`src/rtl/uart_tx_param.sv`:
```
// uart_tx_param: single-clock UART transmitter with byte FIFO and fixed frame format.
// Optional line-break support is enabled by defining UART_TX_BREAK_EN.
module uart_tx_param #(
    parameter int unsigned CLK_HZ     = 20000000,
    parameter int unsigned BAUD       = 115200,
    parameter int unsigned DATA_BITS  = 8,
    parameter int unsigned PARITY     = 0,
    parameter int unsigned STOP_BITS  = 1,
    parameter int unsigned FIFO_DEPTH = 16
) (
    input  logic                        i_clk_20mhz,
    input  logic                        i_rst_20mhz,
    input  logic [7:0]                  i_tx_data,
    input  logic                        i_tx_valid,
`ifdef UART_TX_BREAK_EN
    input  logic                        i_break,
`endif
    output logic                        o_tx_ready,
    output logic                        o_tx_busy,
    output logic [$clog2(FIFO_DEPTH):0] o_fifo_count,
    output logic                        eo_uart_tx
);
    localparam int unsigned DIV        = (CLK_HZ + BAUD / 2) / BAUD;
    localparam int unsigned FRAME_BITS = 1 + DATA_BITS + ((PARITY != 0) ? 1 : 0) + STOP_BITS;
    localparam int unsigned FRAME_LEN  = FRAME_BITS * DIV;
    localparam int unsigned CNT_W      = $clog2(FRAME_LEN + 1);
    localparam int unsigned PTR_W      = $clog2(FIFO_DEPTH);
    localparam int unsigned FC_W       = PTR_W + 1;
    localparam int unsigned IDX_W      = (DATA_BITS > 1) ? $clog2(DATA_BITS) : 1;

    localparam logic [CNT_W-1:0] BIT_END  = CNT_W'(DIV - 1);
    localparam logic [CNT_W-1:0] STOP_END = CNT_W'(STOP_BITS * DIV - 1);
    localparam logic [IDX_W-1:0] IDX_LAST = IDX_W'(DATA_BITS - 1);
    localparam logic [FC_W-1:0]  DEPTH_C  = FC_W'(FIFO_DEPTH);
`ifdef UART_TX_BREAK_EN
    localparam logic [CNT_W-1:0] FRAME_END = CNT_W'(FRAME_LEN - 1);
`endif

    typedef enum logic [2:0] {
        ST_IDLE,
        ST_START,
        ST_DATA,
        ST_PARITY,
        ST_STOP
`ifdef UART_TX_BREAK_EN
        , ST_BREAK
`endif
    } state_e;

    state_e               state_q, state_d;
    logic [CNT_W-1:0]     cnt_q, cnt_d;
    logic [IDX_W-1:0]     idx_q, idx_d;
    logic [DATA_BITS-1:0] shift_q, shift_d;
    logic                 line_q, line_d;
    logic [PTR_W-1:0]     rd_ptr_q, rd_ptr_d;
    logic [PTR_W-1:0]     wr_ptr_q, wr_ptr_d;
    logic [FC_W-1:0]      count_q, count_d;
    logic [DATA_BITS-1:0] mem_q [FIFO_DEPTH];
`ifdef UART_TX_BREAK_EN
    logic                 brk_rel_q, brk_rel_d;
`endif

    logic wr_en;
    logic pop;
    logic fifo_ne;
    logic parity_bit;

    always_comb begin
        o_tx_ready   = (count_q < DEPTH_C);
        o_tx_busy    = (state_q != ST_IDLE) || (count_q != '0);
        o_fifo_count = count_q;
        eo_uart_tx   = line_q;
        wr_en        = i_tx_valid && o_tx_ready;
        fifo_ne      = (count_q != '0);
        parity_bit   = (PARITY == 1) ? ~(^shift_q) : (^shift_q);
    end

    always_comb begin
        state_d = state_q;
        cnt_d   = cnt_q + CNT_W'(1);
        idx_d   = idx_q;
        shift_d = shift_q;
        line_d  = 1'b1;
        pop     = 1'b0;
`ifdef UART_TX_BREAK_EN
        brk_rel_d = brk_rel_q;
`endif
        case (state_q)
            ST_IDLE: begin
                cnt_d = '0;
`ifdef UART_TX_BREAK_EN
                if (i_break) begin
                    state_d   = ST_BREAK;
                    brk_rel_d = 1'b0;
                end else
`endif
                if (fifo_ne) begin
                    pop     = 1'b1;
                    state_d = ST_START;
                end
            end
            ST_START: begin
                line_d = 1'b0;
                if (cnt_q == BIT_END) begin
                    cnt_d   = '0;
                    state_d = ST_DATA;
                end
            end
            ST_DATA: begin
                line_d = shift_q[idx_q];
                if (cnt_q == BIT_END) begin
                    cnt_d = '0;
                    if (idx_q == IDX_LAST) begin
                        state_d = (PARITY != 0) ? ST_PARITY : ST_STOP;
                    end else begin
                        idx_d = idx_q + IDX_W'(1);
                    end
                end
            end
            ST_PARITY: begin
                line_d = parity_bit;
                if (cnt_q == BIT_END) begin
                    cnt_d   = '0;
                    state_d = ST_STOP;
                end
            end
            ST_STOP: begin
                if (cnt_q == STOP_END) begin
                    cnt_d   = '0;
                    state_d = ST_IDLE;
`ifdef UART_TX_BREAK_EN
                    if (i_break) begin
                        state_d   = ST_BREAK;
                        brk_rel_d = 1'b0;
                    end else
`endif
                    if (fifo_ne) begin
                        pop     = 1'b1;
                        state_d = ST_START;
                    end
                end
            end
`ifdef UART_TX_BREAK_EN
            // Low phase saturates at one frame length so a short request still yields a full break.
            ST_BREAK: begin
                line_d = brk_rel_q;
                if (!brk_rel_q) begin
                    if (cnt_q == FRAME_END) begin
                        cnt_d = cnt_q;
                        if (!i_break) begin
                            brk_rel_d = 1'b1;
                            cnt_d     = '0;
                        end
                    end
                end else if (cnt_q == BIT_END) begin
                    cnt_d     = '0;
                    brk_rel_d = 1'b0;
                    state_d   = ST_IDLE;
                end
            end
`endif
            default: begin
                cnt_d   = '0;
                state_d = ST_IDLE;
            end
        endcase
        if (pop) begin
            shift_d = mem_q[rd_ptr_q];
            idx_d   = '0;
        end
    end

    always_comb begin
        wr_ptr_d = wr_en ? wr_ptr_q + PTR_W'(1) : wr_ptr_q;
        rd_ptr_d = pop ? rd_ptr_q + PTR_W'(1) : rd_ptr_q;
        count_d  = count_q;
        if (wr_en && !pop) begin
            count_d = count_q + FC_W'(1);
        end else if (pop && !wr_en) begin
            count_d = count_q - FC_W'(1);
        end
    end

    always_ff @(posedge i_clk_20mhz) begin
        if (i_rst_20mhz) begin
            state_q  <= ST_IDLE;
            cnt_q    <= '0;
            idx_q    <= '0;
            shift_q  <= '0;
            line_q   <= 1'b1;
            rd_ptr_q <= '0;
            wr_ptr_q <= '0;
            count_q  <= '0;
`ifdef UART_TX_BREAK_EN
            brk_rel_q <= 1'b0;
`endif
        end else begin
            state_q  <= state_d;
            cnt_q    <= cnt_d;
            idx_q    <= idx_d;
            shift_q  <= shift_d;
            line_q   <= line_d;
            rd_ptr_q <= rd_ptr_d;
            wr_ptr_q <= wr_ptr_d;
            count_q  <= count_d;
`ifdef UART_TX_BREAK_EN
            brk_rel_q <= brk_rel_d;
`endif
        end
    end

    always_ff @(posedge i_clk_20mhz) begin
        if (wr_en) begin
            mem_q[wr_ptr_q] <= i_tx_data[DATA_BITS-1:0];
        end
    end

endmodule

```
`config.mk`:
```
export PLATFORM = sky130hd
export DESIGN_NAME = uart_tx_param
export DESIGN_NICKNAME = d
export VERILOG_FILES = /design/src/rtl/uart_tx_param.sv
export SDC_FILE = /design/constraint.sdc
export NUM_CORES = 1
export LEC_CHECK = 0
export BUFFER_PORTS_ARGS = -buffer_cell sky130_fd_sc_hd__buf_2
export CORE_ASPECT_RATIO = 2
export CORE_MARGIN = 1
export CORE_UTILIZATION = 55
export CTS_BUF_LIST = sky130_fd_sc_hd__clkbuf_16
export CTS_CLUSTER_DIAMETER = 120
export CTS_CLUSTER_SIZE = 16
export DETAILED_ROUTE_END_ITERATION = 6
export GPL_TIMING_DRIVEN = 0
export PLACE_DENSITY_LB_ADDON = 0.12
export SYNTH_ARGS = -nofsm -noshare
export SYNTH_HDL_FRONTEND = slang
export SYNTH_SLANG_ARGS = --single-unit
```
`constraint.sdc`:
```
create_clock -name i_clk_20mhz -period 5.45 [get_ports i_clk_20mhz]
set_input_delay 0.8175 -clock i_clk_20mhz [delete_from_list [all_inputs] [get_ports i_clk_20mhz]]
set_output_delay 0.8175 -clock i_clk_20mhz [all_outputs]
set_load 0.005 [all_outputs]
```
== Word level (Yosys, flattened, before mapping) ==
Memories as Yosys holds them, arrays and structs flattened. A register that Yosys moved wholly into a read port is not among the register bits.
Cells that the tools add are included.
Storage, ports and cells
  register bits: 31
  bits in writable memories: 128
  output and inout bits: 8
  word-level logic and storage cells: 64
  memories kept: 1
Cells by class
  add/sub/neg operators: 6
  magnitude comparators: 2
  equal/unequal tests: 12
  muxes and demuxes: 18
  bitwise operators: 2
  reductions and logical operators: 16
Memories
  mem_q: depth 16, bits a word 8, rd ports 1, clocked after Yosys merged registers in 1, write ports 1, RTL line 58  | logic [DATA_BITS-1:0] mem_q [FIFO_DEPTH];
Operator list (count)
  3-bit two-way mux: 6
  3-bit case mux with 5 select lines: 1
  2-bit inequality test, second input constant: 6
  11-bit by 1-bit adder with 11-bit output, second input constant: 1
  11-bit by 8-bit equality test with 1-bit output, second input constant: 1
  5-bit two-way mux: 2
  4-bit by 1-bit adder with 4-bit output, second input constant: 2
  8-bit parity: 1
  3-bit by 2-bit equality test with 1-bit output, second input constant: 2
  3-bit equality test, second input constant: 2
  1-bit two-way mux: 6
  6-bit AND reduction: 1
  5-bit by 1-bit adder with 5-bit output, second input constant: 1
  5-bit less-than comparator, second input constant: 1
  5-bit nonzero test: 1
  5-bit by 1-bit subtractor with 5-bit output, second input constant: 1
  3-bit by 4-bit less-than comparator with 1-bit output, second input constant: 1
  4-bit OR reduction: 1
  3-bit by 1-bit adder with 3-bit output, second input constant: 1
  1-bit binary-select mux with 3-bit select: 1
  3-bit by 1-bit equality test with 1-bit output, second input constant: 1
  1-bit logical AND: 3
  3-bit logical NOT: 1
  1-bit case mux with 3 select lines: 1
  other kinds (9): 11

== Longest topological paths before layout ==
Gate-level depths: netlist of run 1.
  word-level depth: 7
  depth in mapped cells: 15
  gate-level depth less buffers: 14

== Worst setup path before layout of run 1 ==
OpenSTA, ideal clock, no wires.
  path type: register to register
  start point: register cnt_q[0]
  end point: register count_q[4] (netlist: o_fifo_count[4])
  data arrival time: 3041 ps
  required time: 5329 ps
  slack: 2288 ps
  cell stages (with the launch flop): 15
  period minus slack after synthesis: 3162 ps
  cell sequence: dfxtp_1 -> ha_1 -> nor4b_4 -> nand3_4 -> a21oi_4 -> buf_6 -> inv_1 -> ha_1 -> inv_1 -> ha_1 -> nor2b_1 -> o21a_1 -> or3_1 -> a21oi_1 -> mux2_2
On the way
  longest elaborated chain between the ends: 6
RTL lines
  from (decl): RTL line 51  | logic [CNT_W-1:0] cnt_q, cnt_d;
  from (signal assigned): RTL line 199  | cnt_q <= cnt_d;
  11-bit by 8-bit equality test with 1-bit output *: RTL line 128  | if (cnt_q == STOP_END) begin
  1-bit two-way mux *: RTL line 128
  1-bit case mux with 2 select lines *: RTL line 88  | case (state_q)
  1-bit logical NOT: RTL line 177  | if (wr_en && !pop) begin
  1-bit logical AND: RTL line 177
  5-bit two-way mux or 2-bit nonzero test (tied branches)
  to (signal assigned): RTL line 205  | count_q <= count_d;
  to (decl): RTL line 57  | logic [FC_W-1:0] count_q, count_d;
Mark *: on every way between the ends. The rest lies on a longest branch, timed or not.
A chain may end at the register's enable or synchronous reset.

== Worst setup path in the final report of run 1 ==
Ends and elaborated chain as after synthesis.

==> results.txt, run 1 <==
The run finished with clean final reports. The number of CTS-inserted buffers is 17. The critical path is of the reg -> reg type.

Setup repair after global routing left no endpoint under its margin. The vertical extent of the die is 160.5 microns. The final critical delay including setup and external delays is approximately 3.5 ns. 19 I/O pins were placed.

The number of routed nets with antenna violations is 0. The worst path required time came out at approximately 5.8 ns. After the first detailed-routing iteration, the DRC count stood at 156. The predominant post-synthesis flop cell is sky130_fd_sc_hd__edfxtp_1.

After layout, the worst setup slack is approximately 1.9 ns. In this run the tightest slew margin relative to its limit is 12.21%. The largest driver fanout on the critical path came out at 10. The worst setup path is launched from a register. The average via count per standard cell is 5.801. The worst clock skew is 0.009703 ns.

The area growth from synthesis to layout is 12.44%. The area share of the largest cell type after synthesis came out at a little under three fifths. The switching power as a share of total power is between 20 and 30%. The maximum number of pins on one net before global-route repair is 17.

The number of failing hold endpoints at the final stage is 0. The sequential cell area came out at 4624 sq um. The average instance area after synthesis is between 15 and 20 sq um. The area enclosed by the die boundary came out at 13,040 sq um. The detailed placement HPWL came out at 9508 microns.

The number of buffers inserted by hold repair at cts came out at 0. The total of cells resized after clock tree synthesis is 0. The cell count after synthesis came out at 438. The floorplan has 57 rows. The cell area power density came out at 474.6 nW/um^2. The distinct cell type count of the synthesized netlist is 47. The multi-input combinational cells in the finished layout cover a total of roughly 2100 sq um. The number of enable-type register cells in the synthesized netlist is 128. The post-route cell area is 7769 sq um. The clock network is responsible for 31.0% of the overall power. In the finished design, the share of the clock period the worst path needs comes to 64.93%.

Dividing the detail-routed wire length by the instance count gives 20.44 microns. After detailed routing, the met2 layer carries 7967 microns of wire. For this design the static power due to leakage is 0.002644 uW. Data arrives at the worst endpoint at 3.84 ns. The post-route netlist has 20.61% of its cells at a drive strength greater than 1. Per report_power, the sequential group accounts for 41.8% of the total.

The worst ir drop on vdd is 0.3651 mV. The clock transition at the register clock pins on the worst setup and hold paths after CTS is 0.07 ns. For this run, the register share of the synthesized area comes to 66.93%.

At the end of the flow the core is filled with cells to 63.70%. The number of warnings reported in the yosys synthesis log is 0. After the flow finishes, the layout carries non-filler instances totaling about 640. The share of flip-flops with an asynchronous set or reset after synthesis came out at 0%. Combinational logic is responsible for a little over a quarter of the overall power. For the pin with the worst max-slew slack, the measured transition is 1.307 ns. The aggregate routed wire length came out at 13,020 microns. The initial cell density of the core came out at 56.65%. The highest signal layer in the routed design is met4. The maximum buffer depth of the clock tree came out at 2. The pre-antenna-repair detailed-routing pass consisted of 4 iterations. The cell area after placement came out at 7193 sq um.

The number of max-slew violations in the final report came out at 0. The number of setup violations in the final report came out at 0. The layout filler cell count came out at 895. In the post-synthesis netlist, the biggest area contributors are sky130_fd_sc_hd__edfxtp_1 (56%), sky130_fd_sc_hd__dfxtp_1 (11%), sky130_fd_sc_hd__mux4_2 (11%).

The total number of nets in the final design is ~500. The TritonCTS clock tree is built. The CTS root buffer is sky130_fd_sc_hd__clkbuf_16. The met3 wirelength from detailed routing came out at 311 microns. Timing would allow up to 282.6 MHz.

The first-pass GRT wire length is 19,950 microns. For the worst-skew pair, the clock arrives at the later sink with an insertion delay of 0.42 ns. The post-synth net total is ~460. The clock sink count came out at 167. The largest area contributor in the netlist is sky130_fd_sc_hd__edfxtp_1. The via count of the first global-routing pass came out at between 3,000 and 4,000. The number of synthesized register bits came out at around 170.

The number of I/O port buffers is 18. The chip width came out at 81.25 microns. The worst hold path belongs to the class reg -> reg. The global-route usage over all layers came out at 22.29%. At the end of routability-driven placement, the weighted congestion stood at 0.8231.

The H-tree was split into 4 levels. The remaining design rule violation count is 0. The diode insertion count for antenna repair is 0. The remaining global-route overflow is 0.

The post-placement cell count is 605. The nature of the critical path endpoint is a register. In this run the power spent charging and discharging nets is ~1100 uW. For this block, wires on met1 add up to between 4000 and 5000 microns. The post-CTS setup repair buffer count is 0. The routed layout has around 3,700 vias. The number of antenna violations at the first check in global routing is 0. The core region is 12,200 sq um. At the placement stage, the worst setup path has a slack of 1.863 ns.

The number of maximum-capacitance constraint violations came out at 0. The summed instance area of the synthesized netlist is 6909 sq um. The internal power contribution came out at 2592 uW.

The final setup TNS came out at 0 ns.
-- layout make-up --
type	instances	share of cell area (%)
tap	147	2.368
clock buffer	17	5.476
clock inverter	15	1.868
inverter	11	0.5315
timing repair buffer	20	1.288
sequential	167	59.53
multi-input combinational	239	27.61
buffer	21	1.337
-- layer usage --
layer	vias up	global-route usage [%]
li1	1742	-
met1	1866	20.31
met2	68	44.46
met3	19	4.659
met4	0	8.685
met5	-	0
-- power by group through the flow --
| stage | registers, uW | logic (uW) | clock network [uW] |
|---|---|---|---|
| floorplan | 1550 | 799 | 0 |
| global placement | 1570 | 983 | 0 |
| detailed placement | 1570 | 1010 | 0 |
| CTS | 1540 | 1020 | 1160 |
| global route | 1560 | 1110 | 1210 |
| finish | 1540 | 1000 | 1140 |
-- stage by stage --
| step | hold WS [ns] | power (uW) |
|---|---|---|
| 4_1_cts | 0.4832 | 3724 |
| 5_1_grt | 0.5263 | 3877 |
| 6_report | 0.4812 | 3687 |
| 2_1_floorplan | 0.4451 | 2351 |
| 3_3_place_gp | 0.4627 | 2551 |
| 3_5_place_dp | 0.4674 | 2582 |
-- registers in the layout, indices dropped and copies added, names as in the netlist --
register,cells
wr_ptr_q,4
idx_q,3
state_q,3
mem_q,128
shift_q,8
rd_ptr_q,4
o_fifo_count,5
eo_uart_tx,1
cnt_q,11
-- worst max-delay path: stages, from the launching register on --
cell and delay [ns]:
sky130_fd_sc_hd__dfxtp_1 0.39, sky130_fd_sc_hd__ha_1 0.17, sky130_fd_sc_hd__nor4b_4 0.29, sky130_fd_sc_hd__nand3_4 0.17
sky130_fd_sc_hd__a21oi_4 0.37, sky130_fd_sc_hd__buf_6 0.21, sky130_fd_sc_hd__inv_1 0.05, sky130_fd_sc_hd__ha_1 0.22
sky130_fd_sc_hd__inv_1 0.15, sky130_fd_sc_hd__ha_1 0.26, sky130_fd_sc_hd__nor2b_1 0.13, sky130_fd_sc_hd__o21a_1 0.17
sky130_fd_sc_hd__or3_1 0.31, sky130_fd_sc_hd__a21oi_1 0.17, sky130_fd_sc_hd__mux2_2 0.35
-- final timing paths --
check / endpoint / slack, ns / start / depth (start not counted)
worst min register to register: cnt_q[0]$_SDFF_PP0_ / 0.48 / cnt_q[0]$_SDFF_PP0_ / 1
worst max-delay path: o_fifo_count[4]$_SDFFE_PP0P_ / 1.91 / cnt_q[0]$_SDFF_PP0_ / 14
worst max register to register: o_fifo_count[4]$_SDFFE_PP0P_ / 1.91 / cnt_q[0]$_SDFF_PP0_ / 14
worst min-delay path: cnt_q[0]$_SDFF_PP0_ / 0.48 / cnt_q[0]$_SDFF_PP0_ / 1
-- placed cells by master (no fill, tap or decap), types with 3 or more instances in the layout --
cell type	n
sky130_fd_sc_hd__edfxtp_1	128
sky130_fd_sc_hd__nor2_1	54
sky130_fd_sc_hd__dfxtp_1	39
sky130_fd_sc_hd__mux4_2	34
sky130_fd_sc_hd__buf_2	26
sky130_fd_sc_hd__nand2_1	22
sky130_fd_sc_hd__clkbuf_16	17
sky130_fd_sc_hd__a22oi_1	14
sky130_fd_sc_hd__xnor2_1	14
sky130_fd_sc_hd__ha_1	14
sky130_fd_sc_hd__mux2i_1	13
sky130_fd_sc_hd__inv_1	12
sky130_fd_sc_hd__clkbuf_1	11
sky130_fd_sc_hd__xor2_1	10
sky130_fd_sc_hd__nor3_1	9
sky130_fd_sc_hd__nand3_1	7
sky130_fd_sc_hd__a21oi_1	7
sky130_fd_sc_hd__nor2b_1	5
sky130_fd_sc_hd__nand4_1	4
sky130_fd_sc_hd__inv_6	3
-- cells in the mapped netlist (10+ instances only) --
cell type                  number
sky130_fd_sc_hd__nand2_1       22
sky130_fd_sc_hd__mux4_2        34
sky130_fd_sc_hd__edfxtp_1     128
sky130_fd_sc_hd__mux2i_1       13
sky130_fd_sc_hd__inv_1         11
sky130_fd_sc_hd__xor2_1        10
sky130_fd_sc_hd__xnor2_1       14
sky130_fd_sc_hd__nor3_1        10
sky130_fd_sc_hd__ha_1          14
sky130_fd_sc_hd__dfxtp_1       39
sky130_fd_sc_hd__clkbuf_1      11
sky130_fd_sc_hd__nor2_1        54
sky130_fd_sc_hd__a22oi_1       14
-- cells by family after synthesis --
kind of cell	after synthesis	share of synthesized area [%]
flip-flops	167	66.93
AND/OR/NAND/NOR	116	8.022
multiplexers	49	13.29
AO/OA/AOI/OAI	35	3.785
buffers and inverters	32	2.101
XOR/XNOR	24	3.042
adder cells (fa/ha/maj)	15	2.825
No activity file was read; power rests on OpenSTA's default activity.
==> run 2, diff against run 1 <==
ABC_AREA = 1   (was unset)
clock period = 3.7 ns   (was 5.45 ns; I/O delays follow)
==> run 2 against run 1 <==
  * Utilization down 0.41 points
  * Non-clock buffer count up 6
  * Clock power up 67%
  * Highest routed layer unchanged
  * Design area up 10%
  * Register-to-register slack worse by 0.80 ns
  * Area after synthesis up 11%
  * Sequential share of layout area down 5.5 points
  * Total power up 60%
==> results.txt, run 2 <==
The core box area came out at 13,510 sq um (+11%). The signal on the critical path passes through ha_1 > nand2_1 > nor2_2 > nand3_4 > nand2_2 > nand2_4 > buf_6 > ha_1 > inv_1 > ha_1 > a21oi_1 > nand2_1 > xor2_1 > o21ai_0 > inv_1. The diode insertion count for antenna repair came out at 0 (unchanged). The worst path required time came out at 4.01 ns (-1.74 ns).

The post-CTS setup repair buffer count was 0 (unchanged). Setup repair after global routing left no endpoint under its margin. The worst-case setup slack after placement is 1.096 ns (-0.7673 ns). The number of warnings reported in the yosys synthesis log is 0 (unchanged). The count of TritonRoute iterations in the first routing pass came out at 5 (+1). The number of setup violations in the final report came to 0 (unchanged). The worst setup path is launched from a register. The total of cells resized after clock tree synthesis came out at 0 (unchanged). The number of flip-flops in the largest register came out at 128 (unchanged). The setup slack after layout came out at 1.108 ns (-0.8039 ns). The fraction of layout cells with a size suffix above 1 was 10.80% (-9.8 points). The vertical extent of the die is 168.7 microns (+5.1%). In this run the clock root is driven by a sky130_fd_sc_hd__clkbuf_16. TritonCTS built the clock tree. The share of flip-flops with an asynchronous set or reset after synthesis came out at 0% (unchanged). The aggregate routed wire length came out at 18,150 microns (+39%). The global-route usage over all layers came out at 26.81% (+4.5 points).

The total number of nets in the final design came to 884 (+76%). The final critical delay including setup and external delays came to 2.592 ns (-0.9461 ns). The initial cell density of the core came to 56.54% (-0.12 points). The arrival time at the worst endpoint is 2.91 ns (-0.93 ns). The overall via count from detail_route came to 5,570 (+51%). The min-delay analysis places its worst path in the category reg -> reg. The number of routed nets with antenna violations came out at 0 (unchanged).

The standard-cell row count is 60 (+5.3%). The top register by number of flip-flops is mem_q. The area share of the largest cell type after synthesis is 50.31% (-5.3 points). The number of max-slew violations in the final report was 0 (unchanged). The insertion delay to the later sink of the worst-skew pair was 0.43 ns (about the same). The cell area power density is 690.2 nW/um^2 (+45%). The library cell used most frequently in the layout, excluding fill and tap cells, is sky130_fd_sc_hd__nand2_1. The largest registers in the layout are mem_q: 128 flops, cnt_q: 11 flops, shift_q: 8 flops. The proportion of synthesized chip area in sequential cells came out at 60.53% (-6.4 points). The first-pass GRT wire length is 28,520 microns (+43%). The average via count per standard cell came to 5.434 (-6.3%). The chip width was 85.34 microns (+5.0%). The distinct cell type count of the synthesized netlist is 34 (-28%).

The detailed placement HPWL is 13,150 microns (+38%). The number of H-tree levels is 4 (unchanged). After synthesis, the most frequently instantiated cells are sky130_fd_sc_hd__nand2_1 (256), sky130_fd_sc_hd__edfxtp_1 (128), sky130_fd_sc_hd__inv_1 (115), sky130_fd_sc_hd__nand3_1 (104), sky130_fd_sc_hd__nor2_1 (42). The largest stage delay on the critical path came out at 0.38 ns (about the same).

The transition at the pin with the smallest max-transition slack is 0.8191 ns (-0.4877 ns). The maximum number of pins on one net before global-route repair is 17 (unchanged). The average instance area after synthesis is 9.294 sq um (-41%). The via count of the first global-routing pass came out at 5,556 (+43%).

The relative slew slack is 45.19% (+33 points). The number of design-rule violations left by the first detailed-router iteration is 376 (+140%). The clock sink count came out at 167 (unchanged). The number of enable-type register cells in the synthesized netlist came to 128 (unchanged). The remaining global-route overflow is 0 (unchanged). The number of maximum-capacitance constraint violations came out at 0 (unchanged).

For this run, the leading register cell type out of synthesis is sky130_fd_sc_hd__edfxtp_1. The final setup TNS was 0 ns (unchanged). The overall power consumption is 5904 uW (+60%). The buffer and inverter count on the worst path came out at 3 (unchanged). The post-route clock period utilization is 70.06% (+5.1 points). The post-synth net total is 848 (+83%). The routability congestion estimate from global placement came out at 0.9840 (+20%). The post-detailed-route wirelength per cell is 17.71 microns (-13%). The number of CTS-inserted buffers came out at 17 (unchanged). Grouping stages by cell kind, the critical path spends the most delay in adder cells.

The library cells used most frequently in the layout, excluding fill and tap cells, are sky130_fd_sc_hd__nand2_1 (256), sky130_fd_sc_hd__edfxtp_1 (128), sky130_fd_sc_hd__inv_1 (115), sky130_fd_sc_hd__nand3_1 (104), sky130_fd_sc_hd__nor2_1 (42). The largest driver fanout on the critical path is 10 (unchanged). The number of buffers inserted by hold repair at cts was 0 (unchanged).

In the post-synthesis netlist, the biggest area contributors are sky130_fd_sc_hd__edfxtp_1 (50%), sky130_fd_sc_hd__nand2_1 (13%), sky130_fd_sc_hd__dfxtp_1 (10%). The summed instance area of the synthesized netlist is 7640 sq um (+11%). The flow ran to the end, and the final reports show no timing, DRC or antenna violations. The number of failing hold endpoints at the final stage came out at 0 (unchanged).

The worst ir drop on vdd was 0.4474 mV (+23%). The number of I/O port buffers is 17 (-1). The leakage power figure is 0.003614 uW (+37%). The critical path is of the reg -> reg type.

The number of antenna violations at the first check in global routing came out at 0 (unchanged). The I/O pin count is 19 (unchanged). The remaining design rule violation count is 0 (unchanged). The number of synthesized register bits is 167 (unchanged). The maximum operating frequency was 385.7 MHz (+36%).

By instance count, the cell type seen most on the critical path is sky130_fd_sc_hd__ha_1. The nature of the critical path endpoint is a register. The worst clock skew came to 0.02333 ns (+0.01363 ns). The biggest area contributor in the post-synthesis netlist is sky130_fd_sc_hd__edfxtp_1. The maximum buffer depth of the clock tree came to 2 (unchanged). The cell count after synthesis came out at 822 (+88%).

Relative to the synthesized area, the layout overhead comes to 11.96%. The area enclosed by the die boundary is 14,390 sq um (+10%). The clock transition at the register clock pins on the worst setup and hold paths after CTS came to 0.07 ns (about the same).

The slowest cell on the critical path is sky130_fd_sc_hd__dfxtp_1. The most frequent cell after synthesis is sky130_fd_sc_hd__nand2_1.
## run 2: path summary, 6_finish.rpt
path / start / to / slack, ns / cells past startpoint
max: cnt_q[0]$_SDFF_PP0_ / o_fifo_count[3]$_SDFFE_PP0P_ / 1.11 / 15
min: cnt_q[10]$_SDFF_PP0_ / cnt_q[10]$_SDFF_PP0_ / 0.47 / 2
max reg2reg: cnt_q[0]$_SDFF_PP0_ / o_fifo_count[3]$_SDFFE_PP0P_ / 1.11 / 15
min reg2reg: cnt_q[10]$_SDFF_PP0_ / cnt_q[10]$_SDFF_PP0_ / 0.47 / 2
## run 2: area by class of cell
cell class | instances | area [sq um]
fill | 1127 | 4960
sequential | 167 | 4624
multi-input combinational | 502 | 2399
inverter | 123 | 461.7
clock buffer | 17 | 425.4
clock inverter | 14 | 209.0
tap | 155 | 193.9
buffer | 30 | 155.1
timing repair buffer | 17 | 85.08
## run 2: tightest hold or removal path, cell delays in order, from the launching register on
cell and delay, ns:
sky130_fd_sc_hd__dfxtp_1 0.31, sky130_fd_sc_hd__nand2_1 0.06, sky130_fd_sc_hd__a21oi_1 0.05
## run 2: kinds of logic after synthesis
kind of cell | share of synthesized area, %
flops | 60.53
buf+inv | 8.074
xor+xnor | 1.376
compound gates | 3.226
simple gates | 24.24
fa+ha+maj | 2.555
## run 2: stage by stage
step / hold slack, ns / utilization, % / instance area [sq um] / cells
after floorplan: 0.4337 / - / 7640 / 822
after global placement: 0.4450 / 58.60 / 7919 / 994
after detailed placement: 0.4600 / 58.60 / 7919 / 994
after CTS: 0.4698 / 63.30 / 8553 / 1025
after global routing: 0.5058 / 63.30 / 8553 / 1025
final: 0.4699 / 63.30 / 8553 / 1025
## run 2: where the power goes
| group | switching (uW) | internal (uW) |
|---|---|---|
| Clock | 756 | 1150 |
| Combinational | 1170 | 584 |
| Sequential | 99.4 | 2140 |
| Total | 2030 | 3870 |
## run 2: layer usage
metal	part of all wire (%)	global-route usage, %	vias to the layer above
li1	-	-	2720
met1	37	28.93	2649
met2	55	50.91	169
met3	4.8	3.998	32
met4	2.9	11.59	0
met5	0	0	-
